**src/rtl/stage1_pkg.sv**
```systemverilog
// Shared definitions for the stage-1 encrypt/decrypt pair.
package stage1_pkg;

   localparam int unsigned DATA_W = 16;
   localparam logic [15:0] STG1_OFFSET = 16'd3;

   // Location of the shift count inside key_bits
   localparam int unsigned KEY_SHIFT_HI = 4;
   localparam int unsigned KEY_SHIFT_LO = 2;
   localparam int unsigned KEY_SHIFT_W  = KEY_SHIFT_HI - KEY_SHIFT_LO + 1;

   typedef enum logic [0:0] {
      IDLE  = 1'b0,
      SHIFT = 1'b1
   } stg1_state_e;

endpackage

```
**src/rtl/stage1_inv.sv**
```systemverilog
// Stage-1 decrypt: out = (cipher - OFFSET) >> key_bits[4:2], shifted one bit per cycle.
// err reports any 1 shifted out, i.e. ciphertext the encryptor can never produce.
module stage1_inv
   import stage1_pkg::*;
#(
   parameter int unsigned DATA_W = stage1_pkg::DATA_W,
   parameter logic [DATA_W-1:0] OFFSET = DATA_W'(STG1_OFFSET)
) (
   input  logic              clk1,
   input  logic              rst,
   input  logic [4:0]        key_bits,
   input  logic [DATA_W-1:0] cipher_in,
   input  logic              ld,
   input  logic              start,
   output logic              busy,
   output logic              done,
   output logic [DATA_W-1:0] stg1_inv_out,
   output logic              err
);

   stg1_state_e            state_q, state_d;
   logic [DATA_W-1:0]      in_reg_q, in_reg_d;
   logic [DATA_W-1:0]      work_q, work_d;
   logic [KEY_SHIFT_W-1:0] cnt_q, cnt_d;
   logic                   err_acc_q, err_acc_d;
   logic [DATA_W-1:0]      out_q, out_d;
   logic                   err_q, err_d;
   logic                   done_q, done_d;
   logic                   busy_q, busy_d;

   // Next-state: IDLE loads/accepts, SHIFT drains one bit per cycle then publishes.
   always_comb begin
      state_d   = state_q;
      in_reg_d  = in_reg_q;
      work_d    = work_q;
      cnt_d     = cnt_q;
      err_acc_d = err_acc_q;
      out_d     = out_q;
      err_d     = err_q;
      done_d    = 1'b0;
      unique case (state_q)
         IDLE: begin
            if (ld) begin
               // ld wins; a simultaneous start is dropped
               in_reg_d = cipher_in;
            end else if (start) begin
               work_d    = in_reg_q - OFFSET;
               cnt_d     = key_bits[KEY_SHIFT_HI:KEY_SHIFT_LO];
               err_acc_d = 1'b0;
               state_d   = SHIFT;
            end
         end
         SHIFT: begin
            if (cnt_q != '0) begin
               work_d    = work_q >> 1;
               cnt_d     = cnt_q - 1'b1;
               err_acc_d = err_acc_q | work_q[0];
            end else begin
               out_d   = work_q;
               err_d   = err_acc_q;
               done_d  = 1'b1;
               state_d = IDLE;
            end
         end
         default: state_d = IDLE;
      endcase
      busy_d = (state_d == SHIFT);
   end

   // State and datapath registers, cleared asynchronously.
   always_ff @(posedge clk1 or posedge rst) begin
      if (rst) begin
         state_q   <= IDLE;
         in_reg_q  <= '0;
         work_q    <= '0;
         cnt_q     <= '0;
         err_acc_q <= 1'b0;
         out_q     <= '0;
         err_q     <= 1'b0;
         done_q    <= 1'b0;
         busy_q    <= 1'b0;
      end else begin
         state_q   <= state_d;
         in_reg_q  <= in_reg_d;
         work_q    <= work_d;
         cnt_q     <= cnt_d;
         err_acc_q <= err_acc_d;
         out_q     <= out_d;
         err_q     <= err_d;
         done_q    <= done_d;
         busy_q    <= busy_d;
      end
   end

   assign busy         = busy_q;
   assign done         = done_q;
   assign stg1_inv_out = out_q;
   assign err          = err_q;

endmodule
```
**config.mk**
```make
export PLATFORM = sky130hd
export DESIGN_NAME = stage1_inv
export DESIGN_NICKNAME = d
export VERILOG_FILES = /design/src/rtl/stage1_pkg.sv /design/src/rtl/stage1_inv.sv
export SDC_FILE = /design/constraint.sdc
export NUM_CORES = 1
export LEC_CHECK = 0
export ABC_CLOCK_PERIOD_IN_PS = 2190
export CAP_MARGIN = 10
export CORE_ASPECT_RATIO = 0.8
export CORE_UTILIZATION = 35
export CTS_BUF_LIST = sky130_fd_sc_hd__clkbuf_16
export CTS_CLUSTER_SIZE = 30
export DETAILED_ROUTE_END_ITERATION = 6
export HOLD_SLACK_MARGIN = 0.08
export PLACE_DENSITY = 0.56
export SLEW_MARGIN = 20
export SYNTH_ARGS = -nofsm -noshare
export SYNTH_HDL_FRONTEND = slang
export SYNTH_SLANG_ARGS = --single-unit
```
**constraint.sdc**
```tcl
create_clock -name clk1 -period 2.19 [get_ports clk1]
set_input_delay 0.5475 -clock clk1 [delete_from_list [all_inputs] [get_ports clk1]]
set_output_delay 0.5475 -clock clk1 [all_outputs]
set_load 0.02 [all_outputs]
```
==> results of run 1 <==
[metal layers]
layer,global-route usage,vias up,routed length [um],part of all wire
met5,0,-,0,0
met4,0.0403,0,0,0
met3,0.0333,0,218,0.042
met2,0.195,42,2220,0.43
met1,0.232,911,2720,0.53
li1,-,926,-,-
[layout make-up]
class | count | area (um2)
clock inverter | 2 | 8.76
fill | 675 | 3700
timing repair buffer | 50 | 515
clock buffer | 5 | 125
inverter | 6 | 22.5
tap | 87 | 109
sequential | 55 | 1380
multi-input combinational | 171 | 1070
[Yosys cell counts, types with 2 or more instances]
master,n
sky130_fd_sc_hd__mux2_2,19
sky130_fd_sc_hd__buf_1,2
sky130_fd_sc_hd__o21ai_0,14
sky130_fd_sc_hd__buf_2,2
sky130_fd_sc_hd__nand2_1,53
sky130_fd_sc_hd__nor4_1,2
sky130_fd_sc_hd__xnor2_1,6
sky130_fd_sc_hd__nand3b_1,2
sky130_fd_sc_hd__nor2_1,15
sky130_fd_sc_hd__clkbuf_1,7
sky130_fd_sc_hd__mux2i_1,3
sky130_fd_sc_hd__nand4_1,3
sky130_fd_sc_hd__o21ai_1,4
sky130_fd_sc_hd__o22ai_1,3
sky130_fd_sc_hd__nor2b_1,3
sky130_fd_sc_hd__ha_1,3
sky130_fd_sc_hd__inv_1,5
sky130_fd_sc_hd__a21oi_1,15
sky130_fd_sc_hd__nor4_2,2
sky130_fd_sc_hd__and3_1,3
sky130_fd_sc_hd__o31ai_1,2
sky130_fd_sc_hd__or4_1,3
sky130_fd_sc_hd__xor2_1,5
sky130_fd_sc_hd__dfrtp_1,55
[worst min-delay path by stage]
stage,startpoint,cells after the start,end,slack (ns)
CTS,stg1_inv_out[12],2,stg1_inv_out[12],0.48
global placement,stg1_inv_out[0],2,stg1_inv_out[0],0.46
finish,stg1_inv_out[7],2,stg1_inv_out[7],0.47
detailed placement,stg1_inv_out[12],2,stg1_inv_out[12],0.46
floorplan,err_acc_q,2,err,0.44
global route,stg1_inv_out[0],2,stg1_inv_out[0],0.50
[worst reg2reg max path: cells and delay by family (launching register included)]
family	cells	cell delay, ns
AND/OR/NAND/NOR	2	0.68
AO/OA/AOI/OAI	1	0.07
XOR/XNOR	1	0.17
flip-flops	1	0.44
adder cells (fa/ha/maj)	1	0.27
buffers and inverters	1	0.20
[through the flow]
step                      total power [mW]  instances   util
after global placement                4.06        369  0.446
after floorplan                       3.28        243      -
final                                 4.82        376  0.466
after global routing                  5.19        376  0.466
after detailed placement              4.10        369  0.446
after CTS                             4.86        376  0.466
[where the power goes]
part           leakage [nW]  internal [mW]  switching [mW]
sequential            0.675           1.51           0.457
clock                0.0671          0.412           0.338
combinational         0.644           1.03            1.07
[cells by family (layout without fill, tap and decap cells)]
group | after synthesis | after routing
flip-flops | 55 | 55
adder cells (fa/ha/maj) | 3 | 3
AO/OA/AOI/OAI | 45 | 45
buffers and inverters | 17 | 63
multiplexers | 22 | 22
XOR/XNOR | 11 | 11
AND/OR/NAND/NOR | 90 | 90
[cell usage in the layout (no fill, tap or decap), types with 2 or more instances in the layout]
cell / count
sky130_fd_sc_hd__a21oi_1: 15
sky130_fd_sc_hd__and3_1: 3
sky130_fd_sc_hd__buf_12: 3
sky130_fd_sc_hd__buf_4: 6
sky130_fd_sc_hd__clkbuf_16: 5
sky130_fd_sc_hd__clkdlybuf4s50_1: 41
sky130_fd_sc_hd__clkinv_1: 2
sky130_fd_sc_hd__dfrtp_1: 55
sky130_fd_sc_hd__ha_1: 3
sky130_fd_sc_hd__inv_1: 4
sky130_fd_sc_hd__mux2_2: 19
sky130_fd_sc_hd__mux2i_1: 3
sky130_fd_sc_hd__nand2_1: 53
sky130_fd_sc_hd__nand3b_1: 2
sky130_fd_sc_hd__nand4_1: 3
sky130_fd_sc_hd__nor2_1: 15
sky130_fd_sc_hd__nor2b_1: 3
sky130_fd_sc_hd__nor4_1: 2
sky130_fd_sc_hd__nor4_2: 2
sky130_fd_sc_hd__o21ai_0: 14
sky130_fd_sc_hd__o21ai_1: 4
sky130_fd_sc_hd__o22ai_1: 3
sky130_fd_sc_hd__o31ai_1: 2
sky130_fd_sc_hd__or4_1: 3
sky130_fd_sc_hd__xnor2_1: 6
sky130_fd_sc_hd__xor2_1: 5
[sequential cells by signal, indices dropped and copies added (netlist names)]
register and flops:
err 1, in_reg_q 16, busy 1, err_acc_q 1
cnt_q 3, work_q 16, stg1_inv_out 16, done 1
==> impl_metrics.env, run 1 <==
export IMPL_design_die_area_mm2=0.00752
export IMPL_outcome="finished clean"
export IMPL_netlist_top_cell_by_area="sky130_fd_sc_hd__dfrtp_1"
export IMPL_reg2reg_setup_slack_ns=0.24
export IMPL_largest_net_degree_at_the_start_of_global_routing=56
export IMPL_worstReg2RegEnd="work_q[8]"
export IMPL_die_width_um=96.7
export IMPL_die_y_um=77.7
export IMPL_rr_startpoint="in_reg_q[0]"
export IMPL_postSynthCellCount=243
export IMPL_critical_path_slowest_cell="sky130_fd_sc_hd__or4_1"
export IMPL_period_minus_slack_ns=1.95
export IMPL_cellLeakagePower_nw=1.39
export IMPL_final_design_area_no_fill_mm2=0.00322
export IMPL_worst_r2r_path_depth=6
export IMPL_nNetsFinal=317
export IMPL_number_of_drc_violations_after_detailed_routing_iteration_0=150
export IMPL_dpl_instance_area_mm2=0.00309
export IMPL_hold_path_class="reg -> reg"
export IMPL_place_port_buffers=41
export IMPL_core_box_area_mm2=0.00693
export IMPL_globalRouteTotalUtil=0.146
export IMPL_synthDistinctLibCells=36
export IMPL_drt_antenna_violating_nets=0
export IMPL_cts_tree="yes"
export IMPL_finalSetupViolCount=0
export IMPL_hold_slack_ns=0.472
export IMPL_globalRoute_totalOverflow=0
export IMPL_synth_simple_gate_area_frac=0.169
export IMPL_clk_root_buffer_cell="sky130_fd_sc_hd__clkbuf_16"
export IMPL_critical_path_required_ns=2.36
export IMPL_number_of_buffers_on_the_longest_clock_path=2
export IMPL_setup_ws_ns=0.242
export IMPL_detailroute_via_count=1879
export IMPL_routed_wire_length_per_instance_um=13.7
export IMPL_total_of_max_cap_violations=0
export IMPL_grt_pass1_vias=1761
export IMPL_power_density_mw_per_mm2=1500
export IMPL_htreeDepth=2
export IMPL_area_growth_pct=28.5
export IMPL_initial_antenna_violation_count=0
export IMPL_globalplace_congestion=0.714
export IMPL_mappedNetlistNets=271
export IMPL_drt_drc_violations_left=0
export IMPL_grt_setup_unrepaired="false"
export IMPL_tritoncts_num_sinks=55
export IMPL_drt_total_wl_um=5160
export IMPL_postSynthRegisterBits=55
export IMPL_drv_slew=0
export IMPL_crit_path_cell_count=6
export IMPL_synth_async_reset_ratio=1.00
export IMPL_clk_latency_ns=0.29
export IMPL_number_of_synthesized_flops_with_an_enable_pin=0
export IMPL_drive_gt1_frac=0.142
export IMPL_post_synth_xor_area_fraction=0.0384
export IMPL_tightest_slew_ns=0.601
export IMPL_num_antenna_cells=0
export IMPL_timing_final_hold_violations=0
export IMPL_start_util=0.362
export IMPL_detail_placement_hpwl_um=3580
export IMPL_cts_repair_resized=0
export IMPL_maxSlewHeadroom=0.595
export IMPL_yosysSeqAreaShare=0.548
export IMPL_critical_path_startpoint="in_reg_q[0]"
export IMPL_cp_buffers_inverters=1
export IMPL_io_pins=44
export IMPL_synth_compound_area_share=0.105
export IMPL_max_fo_critical_path=6
export IMPL_setup_worst_path_class="reg -> reg"
export IMPL_post_synth_top_area_fraction=0.548
export IMPL_setup_total_negative_slack_ns=0
export IMPL_wire_length_of_the_first_global_routing_pass_um=8920
export IMPL_cts_setup_buffers=0
export IMPL_path_delay_family="simple AND/OR/NAND/NOR gates"
export IMPL_worst_slack_at_placement_ns=0.0508
export IMPL_max_freq_mhz=513
export IMPL_syn_area_mm2=0.00251
export IMPL_drtPass1Iterations=4
export IMPL_worst_setup_path_end_kind="flop"
export IMPL_clk_transition_reported_paths_ns=0.07
export IMPL_adder_cell_share_of_the_synthesized_area=0.0150
export IMPL_synthesis_area_per_instance_um2=10.3
export IMPL_timing_critical_path_to="work_q[8]"
export IMPL_synth_top_family_by_area="simple AND/OR/NAND/NOR gates"
export IMPL_rows=27
export IMPL_path_cells="ha_1 > or4_1 > buf_4 > nor4_2 > xnor2_1 > o21ai_1"
export IMPL_fin_crit_sh=0.890
export IMPL_synth_top_cells_by_area="sky130_fd_sc_hd__dfrtp_1 (55%), sky130_fd_sc_hd__mux2_2 (8.5%), sky130_fd_sc_hd__nand2_1 (7.9%)"
export IMPL_dominantRegCellSynth="sky130_fd_sc_hd__dfrtp_1"
export IMPL_synth_mux_area_frac=0.0972
export IMPL_crit_path_start_kind="flop"
export IMPL_drt_vias_per_instance=5.00
export IMPL_finClkSkew_ns=0.00486
export IMPL_synth_warnings=0
export IMPL_ir_worst_vdd_uv=498
export IMPL_worst_endpoint_data_arrival_time_ns=2.11
export IMPL_cts_buffers=5
export IMPL_cts_hold_buf=0
export IMPL_max_stage_delay_ns=0.51
Power figures use the tool's default switching activity.
==> inputs of run 2 (changes only) <==
--- a/config.mk
+++ b/config.mk
@@ -8,12 +8,12 @@
 export ABC_CLOCK_PERIOD_IN_PS = 2190
 export CAP_MARGIN = 10
 export CORE_ASPECT_RATIO = 0.8
-export CORE_UTILIZATION = 35
+export CORE_UTILIZATION = 40
 export CTS_BUF_LIST = sky130_fd_sc_hd__clkbuf_16
 export CTS_CLUSTER_SIZE = 30
 export DETAILED_ROUTE_END_ITERATION = 6
 export HOLD_SLACK_MARGIN = 0.08
-export PLACE_DENSITY = 0.56
+export PLACE_DENSITY = 0.62
 export SLEW_MARGIN = 20
 export SYNTH_ARGS = -nofsm -noshare
 export SYNTH_HDL_FRONTEND = slang
==> impl_metrics.env, run 2 (synthesized netlist as in run 1, its figures left out) <==
export IMPL_drtPass1Iterations=4
export IMPL_outcome="finished clean"
export IMPL_setup_worst_path_class="reg -> reg"
export IMPL_detailroute_via_count=1824
export IMPL_power_density_mw_per_mm2=1520
export IMPL_max_freq_mhz=502
export IMPL_drive_gt1_frac=0.148
export IMPL_number_of_buffers_on_the_longest_clock_path=2
export IMPL_globalplace_congestion=0.759
export IMPL_hold_path_class="reg -> reg"
export IMPL_max_fo_critical_path=7
export IMPL_drt_total_wl_um=5050
export IMPL_hold_slack_ns=0.473
export IMPL_largest_net_degree_at_the_start_of_global_routing=25
export IMPL_area_growth_pct=29.2
export IMPL_cts_buffers=5
export IMPL_total_of_max_cap_violations=0
export IMPL_drv_slew=0
export IMPL_rows=25
export IMPL_routed_wire_length_per_instance_um=13.6
export IMPL_cts_setup_buffers=0
export IMPL_fin_crit_sh=0.909
export IMPL_ir_worst_vdd_uv=587
export IMPL_drt_antenna_violating_nets=0
export IMPL_path_cells="ha_1 > or4_1 > nor4b_2 > xnor2_1 > o22ai_1"
export IMPL_worst_setup_path_end_kind="flop"
export IMPL_grt_pass1_vias=1794
export IMPL_design_die_area_mm2=0.00660
export IMPL_cts_hold_buf=0
export IMPL_clk_root_buffer_cell="sky130_fd_sc_hd__clkbuf_16"
export IMPL_drt_vias_per_instance=4.92
export IMPL_cts_repair_resized=0
export IMPL_multiInputGateArea_mm2=0.00107
export IMPL_core_box_area_mm2=0.00597
export IMPL_num_antenna_cells=0
export IMPL_setup_total_negative_slack_ns=0
export IMPL_layout_cells_most_common_list="sky130_fd_sc_hd__dfrtp_1 (55), sky130_fd_sc_hd__nand2_1 (53), sky130_fd_sc_hd__clkdlybuf4s50_1 (41), sky130_fd_sc_hd__mux2_2 (19)"
export IMPL_start_util=0.420
export IMPL_place_port_buffers=41
export IMPL_number_of_drc_violations_after_detailed_routing_iteration_0=139
export IMPL_maxSlewHeadroom=0.569
export IMPL_clk_latency_ns=0.29
export IMPL_globalRoute_totalOverflow=0
export IMPL_grt_setup_unrepaired="false"
export IMPL_worst_endpoint_data_arrival_time_ns=2.16
export IMPL_wire_length_of_the_first_global_routing_pass_um=8960
export IMPL_fillCellCount=533
export IMPL_finClkSkew_ns=0.00465
export IMPL_critical_path_slowest_cell="sky130_fd_sc_hd__or4_1"
export IMPL_clk_transition_reported_paths_ns=0.07
export IMPL_die_y_um=72.9
export IMPL_finalSetupViolCount=0
export IMPL_htreeDepth=2
export IMPL_crit_path_start_kind="flop"
export IMPL_tritoncts_num_sinks=55
export IMPL_globalRouteTotalUtil=0.171
export IMPL_initial_antenna_violation_count=0
export IMPL_critical_path_required_ns=2.36
export IMPL_tightest_slew_ns=0.640
export IMPL_timing_final_hold_violations=0
export IMPL_cts_tree="yes"
export IMPL_seq_area_mm2=0.00138
export IMPL_detail_placement_hpwl_um=3600
export IMPL_final_common_cell="sky130_fd_sc_hd__dfrtp_1"
export IMPL_nNetsFinal=317
export IMPL_die_width_um=90.6
export IMPL_period_minus_slack_ns=1.99
export IMPL_drt_drc_violations_left=0
export IMPL_max_stage_delay_ns=0.57
export IMPL_io_pins=44
export IMPL_cellLeakagePower_nw=1.40
## run 2: cell count changes in the layout (fill, tap and decap cells not counted), sizes merged
cell	delta
bufinv	+1
clkinv	-1
inv	+1
## run 2: critical path: cells and delay by family, from the launching register on
| family | cells | cell delay, ns |
|---|---|---|
| adder cells (fa/ha/maj) | 1 | 0.27 |
| XOR/XNOR | 1 | 0.19 |
| AND/OR/NAND/NOR | 2 | 0.86 |
| AO/OA/AOI/OAI | 1 | 0.10 |
| flip-flops | 1 | 0.45 |
## run 2: where the power goes
group	switching (mW)	total [mW]	internal, mW
clock network	0.366	0.912	0.546
logic	1.06	2.05	0.994
registers	0.455	1.97	1.51
total	1.88	4.93	3.05
## run 2: final cells by class
cell class              instances  area share
well taps                      81      0.0312
flip-flops and latches         55       0.424
inverters                       6     0.00694
repair buffers                 50       0.155
clock buffers                   5      0.0386
multi-input cells             171       0.329
clock inverters                 3      0.0147
## run 2: through the flow
stage	instance area (um2)	setup WS, ns	power (mW)	utilization	std cells
after floorplan	2510	0.300	3.28	-	243
after global placement	3070	0.157	3.99	0.514	363
after detailed placement	3070	0.126	4.03	0.514	363
after CTS	3240	0.209	4.98	0.543	371
after global routing	3240	0.0902	5.31	0.543	371
final	3240	0.199	4.93	0.543	371
## run 2: path summary, 6_finish.rpt
path | startpoint | end | slack (ns) | cells after the start
min | stg1_inv_out[3] | stg1_inv_out[3] | 0.47 | 2
max in group asynchronous | rst | in_reg_q[6] | 1.14 | 3
max | in_reg_q[0] | work_q[12] | 0.20 | 5
max reg2reg | in_reg_q[0] | work_q[12] | 0.20 | 5
min reg2reg | stg1_inv_out[3] | stg1_inv_out[3] | 0.47 | 2
min in group asynchronous | rst | err | 0.59 | 2
## run 2: layer usage
layer | GRT usage | vias to the layer above | routed length, um
met4 | 0.0376 | 0 | 31
li1 | - | 934 | -
met3 | 0.0354 | 4 | 233
met1 | 0.259 | 837 | 2730
met5 | 0 | - | 0
met2 | 0.251 | 49 | 2060
==> inputs of run 3 (changes only) <==
--- a/config.mk
+++ b/config.mk
@@ -8,6 +8,7 @@
 export ABC_CLOCK_PERIOD_IN_PS = 2190
 export CAP_MARGIN = 10
 export CORE_ASPECT_RATIO = 0.8
+export CORE_MARGIN = 2
 export CORE_UTILIZATION = 40
 export CTS_BUF_LIST = sky130_fd_sc_hd__clkbuf_16
 export CTS_CLUSTER_SIZE = 30
@@ -18,3 +19,4 @@
 export SYNTH_ARGS = -nofsm -noshare
 export SYNTH_HDL_FRONTEND = slang
 export SYNTH_SLANG_ARGS = --single-unit
+export TNS_END_PERCENT = 30
==> impl_metrics.env, run 3 (synthesized netlist as in run 1, its figures left out) <==
export IMPL_drt_total_wl_um=5000
export IMPL_detail_placement_hpwl_um=3470
export IMPL_clk_transition_reported_paths_ns=0.07
export IMPL_ir_worst_vdd_uv=638
export IMPL_finalSetupViolCount=0
export IMPL_power_density_mw_per_mm2=1500
export IMPL_grt_setup_unrepaired="false"
export IMPL_hold_slack_ns=0.473
export IMPL_max_freq_mhz=507
export IMPL_grt_pass1_vias=1752
export IMPL_setup_worst_path_class="reg -> reg"
export IMPL_clk_latency_ns=0.29
export IMPL_worst_endpoint_data_arrival_time_ns=2.18
export IMPL_cts_repair_resized=0
export IMPL_drive_gt1_frac=0.142
export IMPL_min_from="stg1_inv_out[4]"
export IMPL_fin_crit_sh=0.901
export IMPL_htreeDepth=2
export IMPL_routed_wire_length_per_instance_um=13.6
export IMPL_num_antenna_cells=0
export IMPL_initial_antenna_violation_count=0
export IMPL_detailroute_via_count=1829
export IMPL_place_port_buffers=41
export IMPL_drt_drc_violations_left=0
export IMPL_final_common_cell="sky130_fd_sc_hd__dfrtp_1"
export IMPL_setup_ws_ns=0.217
export IMPL_design_die_area_mm2=0.00693
export IMPL_number_of_drc_violations_after_detailed_routing_iteration_0=161
export IMPL_cts_hold_buf=0
export IMPL_final_design_area_no_fill_mm2=0.00319
export IMPL_crit_path_start_kind="flop"
export IMPL_cellLeakagePower_nw=1.37
export IMPL_globalRoute_totalOverflow=0
export IMPL_cts_tree="yes"
export IMPL_placedCellCount=361
export IMPL_number_of_buffers_on_the_longest_clock_path=2
export IMPL_period_minus_slack_ns=1.97
export IMPL_rows=25
export IMPL_largest_net_degree_at_the_start_of_global_routing=56
export IMPL_worst_r2r_path_depth=4
export IMPL_dpl_instance_area_mm2=0.00304
export IMPL_layout_cells_most_common_list="sky130_fd_sc_hd__dfrtp_1 (55), sky130_fd_sc_hd__nand2_1 (53), sky130_fd_sc_hd__clkdlybuf4s50_1 (41), sky130_fd_sc_hd__mux2_2 (19)"
export IMPL_rr_startpoint="in_reg_q[0]"
export IMPL_critical_path_required_ns=2.40
export IMPL_die_width_um=92.6
export IMPL_reg2reg_setup_slack_ns=0.22
export IMPL_die_y_um=74.9
export IMPL_outcome="finished clean"
export IMPL_globalRouteTotalUtil=0.160
export IMPL_clk_root_buffer_cell="sky130_fd_sc_hd__clkbuf_16"
export IMPL_area_growth_pct=27.0
export IMPL_worst_hold_path_endpoint="stg1_inv_out[4]"
export IMPL_worstReg2RegEnd="work_q[10]"
export IMPL_post_layout_nonfiller_instances=369
export IMPL_cts_buffers=5
export IMPL_drt_antenna_violating_nets=0
export IMPL_drtPass1Iterations=4
export IMPL_drt_vias_per_instance=4.96
export IMPL_tightest_slew_ns=0.649
export IMPL_final_core_utilization=0.534
export IMPL_fillCellCount=548
export IMPL_nNetsFinal=315
export IMPL_start_util=0.420
export IMPL_globalplace_congestion=0.731
export IMPL_setup_total_negative_slack_ns=0
export IMPL_io_pins=44
export IMPL_tritoncts_num_sinks=55
export IMPL_multiInputGateArea_mm2=0.00107
export IMPL_seq_area_mm2=0.00138
export IMPL_hold_path_class="reg -> reg"
export IMPL_finClkSkew_ns=0.00718
export IMPL_total_of_max_cap_violations=0
export IMPL_max_fo_critical_path=7
export IMPL_worst_setup_path_end_kind="flop"
export IMPL_core_box_area_mm2=0.00597
export IMPL_cts_setup_buffers=0
export IMPL_drv_slew=0
export IMPL_worst_slack_at_placement_ns=0.143
export IMPL_maxSlewHeadroom=0.564
export IMPL_min_path_cells=2
export IMPL_fin_total_pwr_mw=4.77
export IMPL_timing_final_hold_violations=0
export IMPL_wire_length_of_the_first_global_routing_pass_um=8740
## run 3: cell count changes in the layout (fill, tap and decap cells not counted), sizes merged
| cell | change |
|---|---|
| bufinv | -1 |
| inv | -1 |
| buf | -2 |
| clkinvlp | +2 |
## run 3: worst max path at each step
stage                 from         end  slack (ns)  cells after the start
4_1_cts        in_reg_q[0]  work_q[10]        0.22                      4
6_report       in_reg_q[0]  work_q[10]        0.22                      4
5_1_grt        in_reg_q[0]  work_q[12]        0.06                      5
3_5_place_dp            ld  work_q[10]        0.14                      6
2_1_floorplan          rst        busy        0.30                      1
3_3_place_gp         start   work_q[9]        0.22                      6
## run 3: metal layers
metal / track usage / part of all wire / vias to the layer above
met1: 0.243 / 0.53 / 857
met3: 0.0370 / 0.052 / 2
met5: 0 / 0 / -
met4: 0.0481 / 0.0060 / 0
li1: - / - / 922
met2: 0.228 / 0.41 / 48
## run 3: area by class of cell
| cell class | count | area share |
|---|---|---|
| repair buffers | 48 | 0.149 |
| multi-input cells | 171 | 0.335 |
| well taps | 81 | 0.0318 |
| flip-flops and latches | 55 | 0.432 |
| clock buffers | 5 | 0.0392 |
| clock inverters | 3 | 0.00628 |
| inverters | 6 | 0.00706 |
## run 3: power breakdown
part           leakage, nW  switching (mW)  total, mW  internal [mW]
Clock               0.0658           0.358      0.780          0.422
Combinational        0.628            1.04       2.02          0.976
Sequential           0.675           0.460       1.97           1.51
## run 3: worst max-delay path, stage by stage (launching register included)
cell                      delay, ns
sky130_fd_sc_hd__dfrtp_1       0.45
sky130_fd_sc_hd__ha_1          0.26
sky130_fd_sc_hd__or4_1         0.57
sky130_fd_sc_hd__or4_1         0.45
sky130_fd_sc_hd__a31oi_1       0.16
==> patch 1 (config.mk and constraints of run 1) <==
Register the output `stg1_inv_out` once more, with the module's reset; this adds one clock of latency there. The other outputs are not delayed to match.
--- a/src/rtl/stage1_inv.sv
+++ b/src/rtl/stage1_inv.sv
@@ -94,7 +94,13 @@
 
    assign busy         = busy_q;
    assign done         = done_q;
-   assign stg1_inv_out = out_q;
+   always_ff @(posedge clk1 or posedge rst) begin
+      if (rst) begin
+         stg1_inv_out <= '0;
+      end else begin
+         stg1_inv_out <= out_q;
+      end
+   end
    assign err          = err_q;
 
 endmodule
Formal check against the unedited RTL: not equivalent (Yosys sat finds a counterexample within 4 cycles, from zero or initial values and one cycle with rst high).
==> patch 1 against run 1 <==
Routed wire length shrank 0.87%. Power grew 27%. Area after synthesis grew 18%. Sequential cell count grew 16. Non-clock buffer count grew 2. Clock power grew 100%. Utilization grew 1.6 points. Worst setup slack gained 0.0064 ns. Design area grew 20%. Count of clock-buffer cells in the layout grew 4. Fmax grew 0.33%. Critical path type unchanged. Critical endpoint is now work_q[14]. Largest cell class unchanged. Largest power group is now sequential cells.
==> patch 1: results (changes against run 1) <==
Inserted Diodes=0 (unchanged); synth cell count leaders=dfrtp_1 (71), mux2_2 (34), nand2_1 (19); Arrival @ worst endpoint=2.14 ns (+0.03 ns); 1st-iter DRT viols=59 (-61%); outcome=finished, final reports clean; hold path cells=0 (-2); Crit-path slowest cell=dfrtp_1; Overall Global Routing Usage=0.127 (-0.0190); post-synthesis compound-gate area fraction=0.0548 (-0.0504); final hold slack=0.368 ns (-0.104 ns); wl on met1=2760 um (+1.3%); clock slew at reported path FFs=0.05 ns (-0.02 ns); share of cells above drive strength 1=0.225 (+0.0834); H-tree depth=3 (+1); vias in the first global route=1732 (-1.6%); fin crit share=0.887 (-0.00292); Syn Area/Cell=12.7 um2 (+23%); met3 WL=266 um (+22%); Critical Path Fanout Max=4 (-2); routed vias=1806 (-3.9%); pin count of the biggest net entering global routing=72 (+29%); first-pass GRT wire length=8560 um (-4.1%); r2r endpoint=work_q[14]; Syn Nets=261 (-3.7%); Hold Path End=stg1_inv_out[2]; min-delay src=out_q[2]; total CTS buffers=9 (+4); adder-cell share of the synthesized area=0.0126 (-0.00231); Post-DP HPWL=3610 um (+0.71%); Finished Layout Cells=401 (+6.6%); met2 WL post-DR=2010 um (-9.5%); mux cell area share after synthesis=0.159 (+0.0622); Synth Area in XOR/XNOR=0.0325 (-0.00592); Synth area leaders=dfrtp_1 (60%), mux2_2 (13%), mux2i_1 (3.0%); met2 GRT Util=0.168 (-0.0271); max layer used=met4; Peak VDD IR=0.582 mV (+17%); Final nets=316 (-0.32%); GR Util met3=0.0567 (+0.0233); Slowest Stage Delay on Critical Path=0.40 ns (-0.11 ns); Leak Pwr=1.69 nW (+22%); placed cell area=3560 um2 (+15%); Inst Count DP=385 (+4.3%); Worst-Skew Late Latency=0.33 ns (+0.04 ns); global placer's final weighted congestion=0.747 (+4.6%); Netlist cell types=34 (-5.6%); DR pass1 iterations=3 (-1); M1 GR Usage=0.182 (-0.0498)
==> patch 1: report_power, final <==
part	internal [mW]	switching, mW	total, mW
Combinational	1.15	1.05	2.20
Clock	0.987	0.517	1.50
Sequential	1.96	0.475	2.44
==> patch 1: kinds of logic after synthesis <==
kind of cell | count (synthesis)
multiplexers | 43
adder cells (fa/ha/maj) | 3
buffers and inverters | 15
AO/OA/AOI/OAI | 29
XOR/XNOR | 11
AND/OR/NAND/NOR | 61
flip-flops | 71
==> patch 1: area by class of cell <==
| type | instances | area, um2 |
|---|---|---|
| Inverter | 7 | 30.0 |
| Tap cell | 108 | 135 |
| Fill cell | 760 | 4180 |
| Multi-Input combinational cell | 147 | 1110 |
| Clock buffer | 9 | 225 |
| Timing Repair Buffer | 52 | 505 |
| Sequential cell | 71 | 1780 |
| Clock inverter | 7 | 88.8 |
==> patch 2 (flow settings as in run 1) <==
Made on the original files. The package constant `KEY_SHIFT_HI` goes from 4 to 3.
--- a/src/rtl/stage1_pkg.sv
+++ b/src/rtl/stage1_pkg.sv
@@ -5,7 +5,7 @@
    localparam logic [15:0] STG1_OFFSET = 16'd3;
 
    // Location of the shift count inside key_bits
-   localparam int unsigned KEY_SHIFT_HI = 4;
+   localparam int unsigned KEY_SHIFT_HI = 3;
    localparam int unsigned KEY_SHIFT_LO = 2;
    localparam int unsigned KEY_SHIFT_W  = KEY_SHIFT_HI - KEY_SHIFT_LO + 1;
 
Formal check against the unedited RTL: not equivalent (Yosys sat finds a counterexample within 4 cycles, from zero or initial values and one cycle with rst high).
==> patch 2 against run 1 <==
Hold slack gained 0.032 ns. Routed wire length shrank 4.3%. Critical path depth down 5. Design area shrank 1.2%. Power grew 1.5%. Largest cell class unchanged. Largest power group unchanged. Critical path type is now flip-flop to output pin. Area after synthesis decreased by 1.5%. Sequential cell count down 1. Via count decreased by 9.2%. Worst setup slack worse by 0.11 ns. Cell count down 8.5%. Clock power is essentially flat.
==> patch 2: results (changes against run 1) <==
outcome=finished, final reports clean; 1st-iter DRT viols=96 (-36%); Netlist cell types=37 (+2.8%); max layer used=met4; Synth Area in XOR/XNOR=0.0354 (-0.00294); Crit-path slowest cell=clkdlybuf4s50_1; global placer's final weighted congestion=0.755 (+5.8%); Finished Layout Cells=344 (-8.5%); dpl ws=0.0161 ns (-0.0347 ns); mux cell area share after synthesis=0.167 (+0.0694); PortBufs=40 (-2.4%); R2R Setup Slk=0.40 ns (+0.16 ns); fillcell total=619 (-8.3%); placed cell area=3050 um2 (-1.4%); Fin Clk Skew=0.00226 ns (-0.00260 ns); Synth area leaders=dfrtp_1 (55%), mux2_2 (15%), a21oi_1 (2.8%); Syn Nets=236 (-13%); Critical Path Fanout Max=9 (+3); Psw=1.83 mW (-2.1%); routed vias=1706 (-9.2%); R2R cell count=5 (-1); crit path from=busy; adder-cell share of the synthesized area=0.0101 (-0.00483); fin crit share=0.939 (+0.0493); Syn Area/Cell=11.8 um2 (+14%); Power Total=4.89 mW (+1.5%); Overall Global Routing Usage=0.155 (+0.00826); Arrival @ worst endpoint=1.51 ns (-0.60 ns); synth cell count leaders=dfrtp_1 (54), mux2_2 (33), nand2_1 (16); wl on met1=2640 um (-2.9%); vias in the first global route=1657 (-5.9%); Post-DP HPWL=3580 um (-0.25%); Slew @ Worst Pin=0.517 ns (-0.0843 ns); GR Util met3=0.0308 (-0.00258); Leak Pwr=1.35 nW (-2.4%); Slowest Stage Delay on Critical Path=0.67 ns (+0.16 ns); pin count of the biggest net entering global routing=55 (-1.8%); Comb power frac=0.445 (+0.009); WL final=4930 um (-4.3%)
==> patch 2: kinds of logic (layout without fill, tap and decap cells) <==
logic type	after synthesis	after routing
compound gates	39	39
flops	54	54
fa+ha+maj	2	2
simple gates	52	52
buf+inv	15	66
mux	37	37
xor+xnor	10	10
==> patch 2: per-stage QoR <==
step / hold slack (ns) / utilization
2_1_floorplan: 0.459 / -
3_3_place_gp: 0.488 / 0.462
3_5_place_dp: 0.491 / 0.462
4_1_cts: 0.507 / 0.482
5_1_grt: 0.521 / 0.482
6_report: 0.504 / 0.482
==> patch 2: worst register-to-register path: stages (launching register included) <==
cell      delay [ns]
dfrtp_1         0.44
ha_1            0.26
or3_1           0.38
o31a_1          0.27
a211oi_1        0.21
o21ai_0         0.12
==> patch 2: layout make-up <==
| class | count | area [um2] | share of cell area |
|---|---|---|---|
| clock buffer | 5 | 125 | 0.0393 |
| clock inverter | 3 | 12.5 | 0.00393 |
| inverter | 7 | 26.3 | 0.00825 |
| multi-input combinational | 140 | 1060 | 0.332 |
| sequential | 54 | 1350 | 0.424 |
| tap | 84 | 105 | 0.0330 |
| timing repair buffer | 51 | 508 | 0.159 |
==> patch 2: how the worst min path moves through the flow <==
stage,startpoint,end,slack [ns],cells past startpoint
finish,stg1_inv_out[5],stg1_inv_out[5],0.50,1
global route,stg1_inv_out[0],stg1_inv_out[0],0.52,1
global placement,stg1_inv_out[11],stg1_inv_out[11],0.49,1
detailed placement,stg1_inv_out[5],stg1_inv_out[5],0.49,1
CTS,stg1_inv_out[5],stg1_inv_out[5],0.51,1
floorplan,err_acc_q,err_acc_q,0.46,2
